## config.mk

```make
export PLATFORM = sky130hd
export DESIGN_NAME = vrf_read_scheduler_flat
export DESIGN_NICKNAME = d
export VERILOG_FILES = /design/src/rtl/vrf_read_scheduler_if.sv /design/src/rtl/vrf_read_scheduler.sv /design/src/flat_wrapper.sv
export SDC_FILE = /design/constraint.sdc
export NUM_CORES = 1
export LEC_CHECK = 0
export BUFFER_PORTS_ARGS = -buffer_cell sky130_fd_sc_hd__buf_2
export CORE_MARGIN = 2
export CORE_UTILIZATION = 32
export CTS_CLUSTER_DIAMETER = 60
export DETAILED_ROUTE_END_ITERATION = 8
export PLACE_DENSITY = 0.72
export SYNTH_ARGS = -nofsm -noshare
export SYNTH_HDL_FRONTEND = slang
export SYNTH_SLANG_ARGS = --single-unit
```

## constraint.sdc

```tcl
create_clock -name clock -period 5.2 [get_ports clock]
set_clock_uncertainty 0.2 [all_clocks]
set_input_delay 1.04 -clock clock [delete_from_list [all_inputs] [get_ports clock]]
set_output_delay 1.04 -clock clock [all_outputs]
set_load 0.01 [all_outputs]
```

## src/rtl/vrf_read_scheduler_if.sv

```systemverilog
// Request, bank-port, kill and response signals of the VRF read scheduler.
// slave is the scheduler's view; master is the view of the surrounding lane logic.
interface vrf_read_scheduler_if #(
    parameter int unsigned NUM_REQ = 4,
    parameter int unsigned VS_W    = 5,
    parameter int unsigned OFF_W   = 5,
    parameter int unsigned SRC_W   = 4,
    parameter int unsigned IDX_W   = 3,
    parameter int unsigned DATA_W  = 32
);
    logic [NUM_REQ-1:0]       req_valid;
    logic [NUM_REQ-1:0]       req_ready;
    logic [NUM_REQ*VS_W-1:0]  req_vs;
    logic [NUM_REQ*OFF_W-1:0] req_offset;
    logic [NUM_REQ*SRC_W-1:0] req_source;
    logic [NUM_REQ*IDX_W-1:0] req_inst_idx;
    logic                     vrf_stall;
    logic                     vrf_rd_en;
    logic [VS_W-1:0]          vrf_rd_vs;
    logic [OFF_W-1:0]         vrf_rd_offset;
    logic [DATA_W-1:0]        vrf_rdata;
    logic                     kill_valid;
    logic [IDX_W-1:0]         kill_inst_idx;
    logic [NUM_REQ-1:0]       resp_valid;
    logic [DATA_W-1:0]        resp_data;
    logic [SRC_W-1:0]         resp_source;
    logic [IDX_W-1:0]         resp_inst_idx;

    modport master (
        output req_valid, req_vs, req_offset, req_source, req_inst_idx,
        output vrf_stall, vrf_rdata, kill_valid, kill_inst_idx,
        input  req_ready, vrf_rd_en, vrf_rd_vs, vrf_rd_offset,
        input  resp_valid, resp_data, resp_source, resp_inst_idx
    );

    modport slave (
        input  req_valid, req_vs, req_offset, req_source, req_inst_idx,
        input  vrf_stall, vrf_rdata, kill_valid, kill_inst_idx,
        output req_ready, vrf_rd_en, vrf_rd_vs, vrf_rd_offset,
        output resp_valid, resp_data, resp_source, resp_inst_idx
    );
endinterface

```

## src/rtl/vrf_read_scheduler.sv

```systemverilog
// Round-robin sharing of one VRF bank read port with a fixed-latency tag pipeline and kill.
// Define VRF_READ_SCHED_PERF_EN to add saturating grant/stall performance counters.
module vrf_read_scheduler #(
    parameter int unsigned NUM_REQ      = 4,
    parameter int unsigned VS_W         = 5,
    parameter int unsigned OFF_W        = 5,
    parameter int unsigned SRC_W        = 4,
    parameter int unsigned IDX_W        = 3,
    parameter int unsigned DATA_W       = 32,
    parameter int unsigned READ_LATENCY = 2
) (
    input  logic                clock,
    input  logic                reset,
    vrf_read_scheduler_if.slave bus
`ifdef VRF_READ_SCHED_PERF_EN
    ,
    output logic [15:0]         perf_grant_cnt,
    output logic [15:0]         perf_stall_cnt
`endif
);
    localparam int unsigned ID_W = (NUM_REQ > 1) ? $clog2(NUM_REQ) : 1;

    typedef struct packed {
        logic             valid;
        logic [ID_W-1:0]  id;
        logic [SRC_W-1:0] source;
        logic [IDX_W-1:0] inst_idx;
    } tag_t;

    logic            reset_q;
    logic [ID_W-1:0] ptr_q, ptr_d;
    logic            grant_found;
    logic [ID_W-1:0] grant_id;
    logic            issue;
    int unsigned     cand;
    tag_t            pipe_q [READ_LATENCY];
    tag_t            pipe_d [READ_LATENCY];
    tag_t            pipe_out;
    logic            resp_fire;

    // Scan ptr, ptr+1, ... and take the first valid requester.
    always_comb begin
        grant_found = 1'b0;
        grant_id    = '0;
        cand        = 0;
        for (int unsigned k = 0; k < NUM_REQ; k++) begin
            cand = (32'(ptr_q) + k) % NUM_REQ;
            if (!grant_found && bus.req_valid[cand]) begin
                grant_found = 1'b1;
                grant_id    = ID_W'(cand);
            end
        end
    end

    // Grants are also blocked in the cycle right after reset drops.
    assign issue = grant_found && !bus.vrf_stall && !reset && !reset_q;

    always_comb begin
        bus.req_ready     = '0;
        bus.vrf_rd_en     = issue;
        bus.vrf_rd_vs     = '0;
        bus.vrf_rd_offset = '0;
        ptr_d             = ptr_q;
        if (issue) begin
            bus.req_ready[grant_id] = 1'b1;
            bus.vrf_rd_vs           = bus.req_vs[32'(grant_id)*VS_W +: VS_W];
            bus.vrf_rd_offset       = bus.req_offset[32'(grant_id)*OFF_W +: OFF_W];
            ptr_d = (32'(grant_id) == NUM_REQ - 1) ? '0 : grant_id + 1'b1;
        end
    end

    always_comb begin
        pipe_d[0].id       = grant_id;
        pipe_d[0].source   = bus.req_source[32'(grant_id)*SRC_W +: SRC_W];
        pipe_d[0].inst_idx = bus.req_inst_idx[32'(grant_id)*IDX_W +: IDX_W];
        // A read issued alongside a matching kill still goes to the bank but carries no response.
        pipe_d[0].valid    = issue &&
            !(bus.kill_valid && (pipe_d[0].inst_idx == bus.kill_inst_idx));
        for (int unsigned i = 1; i < READ_LATENCY; i++) begin
            pipe_d[i]       = pipe_q[i-1];
            pipe_d[i].valid = pipe_q[i-1].valid &&
                !(bus.kill_valid && (pipe_q[i-1].inst_idx == bus.kill_inst_idx));
        end
    end

    always_ff @(posedge clock) begin
        reset_q <= reset;
        if (reset) begin
            ptr_q <= '0;
            for (int unsigned i = 0; i < READ_LATENCY; i++) begin
                pipe_q[i] <= '0;
            end
        end else begin
            ptr_q <= ptr_d;
            for (int unsigned i = 0; i < READ_LATENCY; i++) begin
                pipe_q[i] <= pipe_d[i];
            end
        end
    end

    assign pipe_out  = pipe_q[READ_LATENCY-1];
    assign resp_fire = pipe_out.valid && !reset;

    always_comb begin
        bus.resp_valid    = '0;
        bus.resp_data     = '0;
        bus.resp_source   = '0;
        bus.resp_inst_idx = '0;
        if (resp_fire) begin
            bus.resp_valid[pipe_out.id] = 1'b1;
            bus.resp_data               = bus.vrf_rdata;
            bus.resp_source             = pipe_out.source;
            bus.resp_inst_idx           = pipe_out.inst_idx;
        end
    end

`ifdef VRF_READ_SCHED_PERF_EN
    logic [15:0] grant_cnt_q, stall_cnt_q;

    always_ff @(posedge clock) begin
        if (reset) begin
            grant_cnt_q <= '0;
            stall_cnt_q <= '0;
        end else begin
            if (issue && (grant_cnt_q != 16'hFFFF)) begin
                grant_cnt_q <= grant_cnt_q + 16'd1;
            end
            if ((|bus.req_valid) && bus.vrf_stall && (stall_cnt_q != 16'hFFFF)) begin
                stall_cnt_q <= stall_cnt_q + 16'd1;
            end
        end
    end

    assign perf_grant_cnt = grant_cnt_q;
    assign perf_stall_cnt = stall_cnt_q;
`endif
endmodule

```

## src/flat_wrapper.sv

```systemverilog
// flat-port wrapper written by rule: the top's interface ports become plain ports
module vrf_read_scheduler_flat 
#(
    parameter int unsigned NUM_REQ      = 4,
    parameter int unsigned VS_W         = 5,
    parameter int unsigned OFF_W        = 5,
    parameter int unsigned SRC_W        = 4,
    parameter int unsigned IDX_W        = 3,
    parameter int unsigned DATA_W       = 32,
    parameter int unsigned READ_LATENCY = 2
)
  (clock, reset, bus_req_valid, bus_req_vs, bus_req_offset, bus_req_source, bus_req_inst_idx, bus_vrf_stall, bus_vrf_rdata, bus_kill_valid, bus_kill_inst_idx, bus_req_ready, bus_vrf_rd_en, bus_vrf_rd_vs, bus_vrf_rd_offset, bus_resp_valid, bus_resp_data, bus_resp_source, bus_resp_inst_idx);
  vrf_read_scheduler_if #(.NUM_REQ(NUM_REQ), .VS_W(VS_W), .OFF_W(OFF_W), .SRC_W(SRC_W), .IDX_W(IDX_W), .DATA_W(DATA_W)) bus_i ();
  input  logic clock;
  input  logic reset;
  input wire logic [$bits(bus_i.req_valid)-1:0] bus_req_valid;
  input wire logic [$bits(bus_i.req_vs)-1:0] bus_req_vs;
  input wire logic [$bits(bus_i.req_offset)-1:0] bus_req_offset;
  input wire logic [$bits(bus_i.req_source)-1:0] bus_req_source;
  input wire logic [$bits(bus_i.req_inst_idx)-1:0] bus_req_inst_idx;
  input wire logic [$bits(bus_i.vrf_stall)-1:0] bus_vrf_stall;
  input wire logic [$bits(bus_i.vrf_rdata)-1:0] bus_vrf_rdata;
  input wire logic [$bits(bus_i.kill_valid)-1:0] bus_kill_valid;
  input wire logic [$bits(bus_i.kill_inst_idx)-1:0] bus_kill_inst_idx;
  output wire logic [$bits(bus_i.req_ready)-1:0] bus_req_ready;
  output wire logic [$bits(bus_i.vrf_rd_en)-1:0] bus_vrf_rd_en;
  output wire logic [$bits(bus_i.vrf_rd_vs)-1:0] bus_vrf_rd_vs;
  output wire logic [$bits(bus_i.vrf_rd_offset)-1:0] bus_vrf_rd_offset;
  output wire logic [$bits(bus_i.resp_valid)-1:0] bus_resp_valid;
  output wire logic [$bits(bus_i.resp_data)-1:0] bus_resp_data;
  output wire logic [$bits(bus_i.resp_source)-1:0] bus_resp_source;
  output wire logic [$bits(bus_i.resp_inst_idx)-1:0] bus_resp_inst_idx;
  assign bus_i.req_valid = bus_req_valid;
  assign bus_i.req_vs = bus_req_vs;
  assign bus_i.req_offset = bus_req_offset;
  assign bus_i.req_source = bus_req_source;
  assign bus_i.req_inst_idx = bus_req_inst_idx;
  assign bus_i.vrf_stall = bus_vrf_stall;
  assign bus_i.vrf_rdata = bus_vrf_rdata;
  assign bus_i.kill_valid = bus_kill_valid;
  assign bus_i.kill_inst_idx = bus_kill_inst_idx;
  assign bus_req_ready = bus_i.req_ready;
  assign bus_vrf_rd_en = bus_i.vrf_rd_en;
  assign bus_vrf_rd_vs = bus_i.vrf_rd_vs;
  assign bus_vrf_rd_offset = bus_i.vrf_rd_offset;
  assign bus_resp_valid = bus_i.resp_valid;
  assign bus_resp_data = bus_i.resp_data;
  assign bus_resp_source = bus_i.resp_source;
  assign bus_resp_inst_idx = bus_i.resp_inst_idx;
  vrf_read_scheduler #(.NUM_REQ(NUM_REQ), .VS_W(VS_W), .OFF_W(OFF_W), .SRC_W(SRC_W), .IDX_W(IDX_W), .DATA_W(DATA_W), .READ_LATENCY(READ_LATENCY)) u_core (.clock(clock), .reset(reset), .bus(bus_i));
endmodule
```

Word-level counts from Yosys, hierarchy flattened
Memories as Yosys holds them, arrays and structs flattened. Cells that the tools add are included.

Register bits: 3. Memory bits (writable): 20. Bits of input ports: 111. Output and inout bits: 58. Logic and storage cells: 80. Memories: 1.

Add/subtract/negate cells: 4. $mul: 2. Magnitude comparators: 8. Eq/ne operators: 3. Shift-type cells: 4. Mux-type cells: 33. Bitwise gates (word level): 2. Reduce and logical (&&, ||, !) cells: 21.

Memories: u_core.pipe_q (depth 2, width 10, rd ports 2, clocked after memory_dff 0, wr ports 2, line vrf_read_scheduler.sv:36) `tag_t pipe_q [READ_LATENCY];`.

Operator list (count): 20-bit by 6-bit indexed part select with 5-bit output (2); 32-bit 2-to-1 mux (1); 10-bit 2-to-1 mux (2); 2-bit by 3-bit < comparator with 1-bit output (second input constant) (6); 16-bit by 5-bit indexed part select with 4-bit output (1); 1-bit logical AND (13); 1-bit 2-to-1 mux (13); 4-bit 2-to-1 mux (3); 12-bit by 5-bit indexed part select with 3-bit output (1); 2-bit 2-to-1 mux (5); 5-bit 2-to-1 mux (2); 1-bit binary-select mux with 2-bit select (4); 1-bit logical NOT (8); 3-bit == test (2); 2-bit by 3-bit multiplier with 5-bit output (second input constant) (1); 2-bit by 1-bit adder with 2-bit output (second input constant) (2); 2-bit adder (second input constant) (2); 1-bit demux with 2-bit select (2); 2-bit by 1-bit >= comparator with 1-bit output (second input constant) (2); 2-bit by 2-bit multiplier with 4-bit output (second input constant) (1); 3-bit 2-to-1 mux (1); 2-bit == test (second input constant) (1); 1-bit bitwise OR (2).

Longest topological paths before layout
Depth after elaboration: 19. Gate-level depth with buffers: 10. Mapped depth without buffers: 7.

Worst setup path before layout
OpenSTA, ideal clock, no wires.

Path type: input to output. From: in bus_req_valid[0]. To: out bus_vrf_rd_offset[4]. Data arrival time: 2.376 ns. Required time: 3.960 ns. Path slack: 1.584 ns. Cell stages on the path: 9. Buffers on the path: 4. Cell sequence: a21oi_2 -> o21ai_2 -> o2bb2a_4 -> buf_6 -> buf_12 -> buf_6 -> buf_6 -> mux2i_1 -> a211oi_1.

Word-level cells in the longest chain between the ends: 16. Elaborated cells on any way between the ends: 28. Classes of those cells: mul: 1; shift: 1; mux: 17; reduce/logical: 9.

Ends and longest elaborated chain: start: declaration (line flat_wrapper.sv:16) `input wire logic [$bits(bus_i.req_valid)-1:0] bus_req_valid;`; branches (longest 15 deep; another with 1-bit binary-select mux with 2-bit select); 5-bit 2-to-1 mux (*) (line vrf_read_scheduler.sv:64) `if (issue) begin`; end: declaration (line flat_wrapper.sv:28) `output wire logic [$bits(bus_i.vrf_rd_offset)-1:0] bus_vrf_rd_offset;`.

Mark *: on every way between the ends. The select of a mux whose other input is x is not followed.

Final worst setup path
From: in bus_req_valid[0]. To: out bus_req_ready[1].

Word-level cells in the longest chain between the ends: 17. Elaborated cells on any way between the ends: 31. Classes of those cells: order compare: 2; mux: 19; reduce/logical: 10.

Ends and longest elaborated chain: 1-bit binary-select mux with 2-bit select (line vrf_read_scheduler.sv:48) `if (!grant_found && bus.req_valid[cand]) begin`; 1-bit 2-to-1 mux (not written as such) (line vrf_read_scheduler.sv:48); 1-bit 2-to-1 mux (line vrf_read_scheduler.sv:48); 1-bit logical NOT (line vrf_read_scheduler.sv:48); 1-bit logical AND (line vrf_read_scheduler.sv:48); 1-bit 2-to-1 mux (line vrf_read_scheduler.sv:48); 1-bit logical NOT (line vrf_read_scheduler.sv:48); 1-bit logical AND (line vrf_read_scheduler.sv:48); 1-bit 2-to-1 mux (line vrf_read_scheduler.sv:48); 1-bit logical NOT (line vrf_read_scheduler.sv:48); 1-bit logical AND (line vrf_read_scheduler.sv:48); 2-bit 2-to-1 mux (line vrf_read_scheduler.sv:48); 2-bit by 3-bit < comparator with 1-bit output (not written as such) or 2-bit by 1-bit >= comparator with 1-bit output (tied branches) (line vrf_read_scheduler.sv:65) `bus.req_ready[grant_id] = 1'b1;`; 1-bit logical AND (not written as such) (line vrf_read_scheduler.sv:65); 1-bit 2-to-1 mux (not written as such) (line vrf_read_scheduler.sv:65); 1-bit demux with 2-bit select; 4-bit 2-to-1 mux (*) (line vrf_read_scheduler.sv:64); end: declaration (line flat_wrapper.sv:25) `output wire logic [$bits(bus_i.req_ready)-1:0] bus_req_ready;`.

Every way passes the cells marked *; elsewhere a longest branch is shown, timed or not. The select of a mux whose other input is x is not followed.

==> summary.txt <==
GRT
  • First-pass GRT wire length: 7480 um
  • GRT Util Overall: 14.7%
  • Initial antenna violation count: 0
  • Pin count of the biggest net entering global routing: 52
  • Grt ovf: 0
  • Vias in the first global route: 1772

Power and ir drop
  • VDD IR max: 0.114 mV
  • PwrDens: 174 nW/um2
  • Flop pwr share: 42.2%
  • Leak: 1.43 nW
  • Net switching power: 0.000137 W
  • Cell Int Power: 0.000327 W
  • Comb power frac: 34.8%
  • Total Power: 0.000464 W
  • Switch share: 29.6%
  • Clock Power Share: 23.0%

Yosys
  • Post-Syn Area per Cell: 8.98 um2
  • Post-Synth Simple-Gate Area: 27.7%
  • Post-synth top area share: 25.6%
  • YS warnings: 0
  • Area contributors post-synth: dfxtp_1 26%, and2_1 15%, mux2i_1 12%, a211oi_1 11%, nor2b_1 8.4%
  • Distinct cells, synth: 32
  • Yosys top cell by area: dfxtp_1
  • Mux cell area share after synthesis: 14.1%
  • Post-Syn Nets: 315
  • Adder-cell share of the synthesized area: 2.79%
  • Synth Area in XOR/XNOR: 3.34%
  • Synthesized instance count: 200
  • Post-Syn Area: 1800 um2
  • Synth Area in Compound Gates: 18.7%
  • Main combinational cell family by area after synthesis: simple AND/OR/NAND/NOR gates
  • FF+latch count, synth: 23
  • Seq/Total Area, Yosys: 25.6%

CTS
  • Clock root buffer: clkbuf_8
  • Clock Latency Late Sink: 0.25 ns
  • CTS Hold Bufs: 0
  • H-tree depth: 1
  • Clock Path Buffers: 2
  • CTS Buf Count: 3
  • CTS tree: built
  • Postcts setup bufs: 0
  • Clock tree sinks: 23
  • Reg clk slew, reported paths: 0.08 ns
  • Post_cts resized: 0

Critical path
  • Worst path arrival time: 2.75 ns
  • Worst Setup End Kind: output port
  • Critical path's top delay family: compound AO/OA/AOI/OAI gates
  • CP max-delay cell: o2bb2a_4
  • Worst path cell trace: buf_2 -> a21oi_2 -> o21ai_2 -> o2bb2a_4 -> inv_1 -> ha_1 -> and2_1 -> buf_2
  • Worst Path Required: 3.96 ns
  • Critical-path maximum fanout: 51
  • WS Path Type: in2out
  • Critical path's most frequent cell: buf_2
  • CP Launch Type: primary input
  • Worst path bufs/invs: 3
  • CP peak stage delay: 0.63 ns

STA
  • Slew @ Worst Pin: 0.665 ns
  • Endpoints failing hold: 0
  • Slew Viols, Final: 0
  • Max Fclk: 251 MHz
  • Final min period: 3.99 ns
  • Fin Setup TNS: 0 ns
  • Fin crit share: 76.6%
  • Rel. slew slack: 55.7%
  • RSZ-0062 raised after global routing: no
  • Final setup viols: 0

Floorplan
  • Initial core utilization: 32.8%
  • Chip height: 78.9 um
  • Row count: 27
  • Die area: 6230 um2
  • I/O Pins: 169
  • Total core area: 5470 um2
  • DIE WIDTH: 78.9 um

Routing
  • Starting DRT DRC Count: 30
  • Vias per inst: 4.59
  • Routed wire length: 4940 um
  • Post-route DRC: 0
  • Antenna viol nets, final: 0
  • Via count: 1973
  • DRT Pass-1 Iters: 4
  • Routed length per placed instance: 11.5 um

Cells and area
  • Commonest non-fill, non-tap cell in the layout: buf_2
  • Commonest cells after routing, fill and taps aside: 168 x buf_2, 43 x and2_1, 26 x a211oi_1, 23 x nor2b_1, 23 x dfxtp_1
  • ANT cells: 0
  • Fillers: 567
  • Nets: 474
  • Share of cells above drive strength 1: 52.0%
  • Area growth syn-to-layout: 48.8%

Worst hold path
  • Min-delay worst type: reg2reg

Job
  • Max-cap violations: 0

Placed design
  • Final HPWL DP: 4110 um
  • Final Wtd Congestion: 0.802
  • I/O Buffers: 168

Run status
  • Status: finished clean
## per-stage QoR
stage / instance area (um2) / std cells / hold WS, ns / util, % / setup slack (ns)
2_1_floorplan: 1800 / 200 / 0.214 / - / 1.58
3_3_place_gp: 2630 / 426 / 0.223 / 48.0 / 1.26
3_5_place_dp: 2630 / 426 / 0.226 / 48.0 / 1.20
4_1_cts: 2670 / 430 / 0.238 / 48.8 / 1.20
5_1_grt: 2670 / 430 / 0.258 / 48.8 / 1.05
6_report: 2670 / 430 / 0.234 / 48.8 / 1.21
## synthesized netlist by cell type
cell,n
inv_1,5
a21oi_1,2
xnor2_1,3
o21ai_2,1
mux2_2,3
mux2i_1,22
a211oi_1,26
nor2b_1,24
xor2_1,2
o2bb2a_4,1
a221oi_1,1
a311oi_4,1
a21oi_2,1
dfxtp_1,23
a211oi_2,2
and3_1,1
nand2_1,1
buf_6,5
buf_2,3
or2_2,1
o41ai_1,1
clkbuf_1,7
a41oi_2,1
nor2_1,9
nor3b_1,1
and3b_1,1
buf_12,1
a41oi_1,1
xor2_2,1
and2_1,43
ha_1,4
nand2b_1,2
## cell families (layout without fill, tap and decap cells)
family | Yosys count | count (layout)
mux | 25 | 25
flops | 23 | 23
fa+ha+maj | 4 | 4
simple gates | 83 | 83
buf+inv | 21 | 179
compound gates | 38 | 38
xor+xnor | 6 | 6
## power by group through the flow
stage	logic (W)	registers, W	clock network (W)
2_1_floorplan	0.000111	0.000199	0
3_3_place_gp	0.000159	0.000200	0
3_5_place_dp	0.000163	0.000200	0
4_1_cts	0.000163	0.000196	0.000110
5_1_grt	0.000181	0.000198	0.000120
6_report	0.000162	0.000196	0.000107
## tightest hold or removal path, stage by stage (launching register included)
cell and delay (ns):
dfxtp_1 0.30, nand2b_1 0.05, a41oi_1 0.04
## registers in the layout, summed over array words and instances, names as in the netlist
register / cells
u_core.pipe_q: 20
u_core.reset_q: 1
u_core.ptr_q: 2
## layer usage
layer | vias to the layer above | wire, um | global-route usage [%]
li1 | 1005 | - | -
met1 | 844 | 1970 | 16.7
met2 | 120 | 2420 | 28.0
met3 | 4 | 497 | 2.27
met4 | 0 | 57 | 4.31
met5 | - | 0 | 0
## layout make-up
| type | instances | area, um2 | area share (%) |
|---|---|---|---|
| well taps | 72 | 90.1 | 3.37 |
| repair buffers | 170 | 856 | 32.0 |
| inverters | 5 | 18.8 | 0.703 |
| clock buffers | 4 | 45.0 | 1.69 |
| flip-flops and latches | 23 | 460 | 17.2 |
| multi-input cells | 156 | 1200 | 45.0 |
## path summary, 6_finish.rpt
kind,startpoint,end,slack [ns],cells after the start
max,bus_req_valid[0],bus_req_ready[1],1.21,8
min,u_core.pipe_q[0][9],u_core.pipe_q[0][19],0.23,2
max reg2reg,u_core.ptr_q[1],u_core.pipe_q[0][9],2.68,7
min reg2reg,u_core.pipe_q[0][9],u_core.pipe_q[0][19],0.23,2
Note: power is estimated with default switching activity, not from simulation.
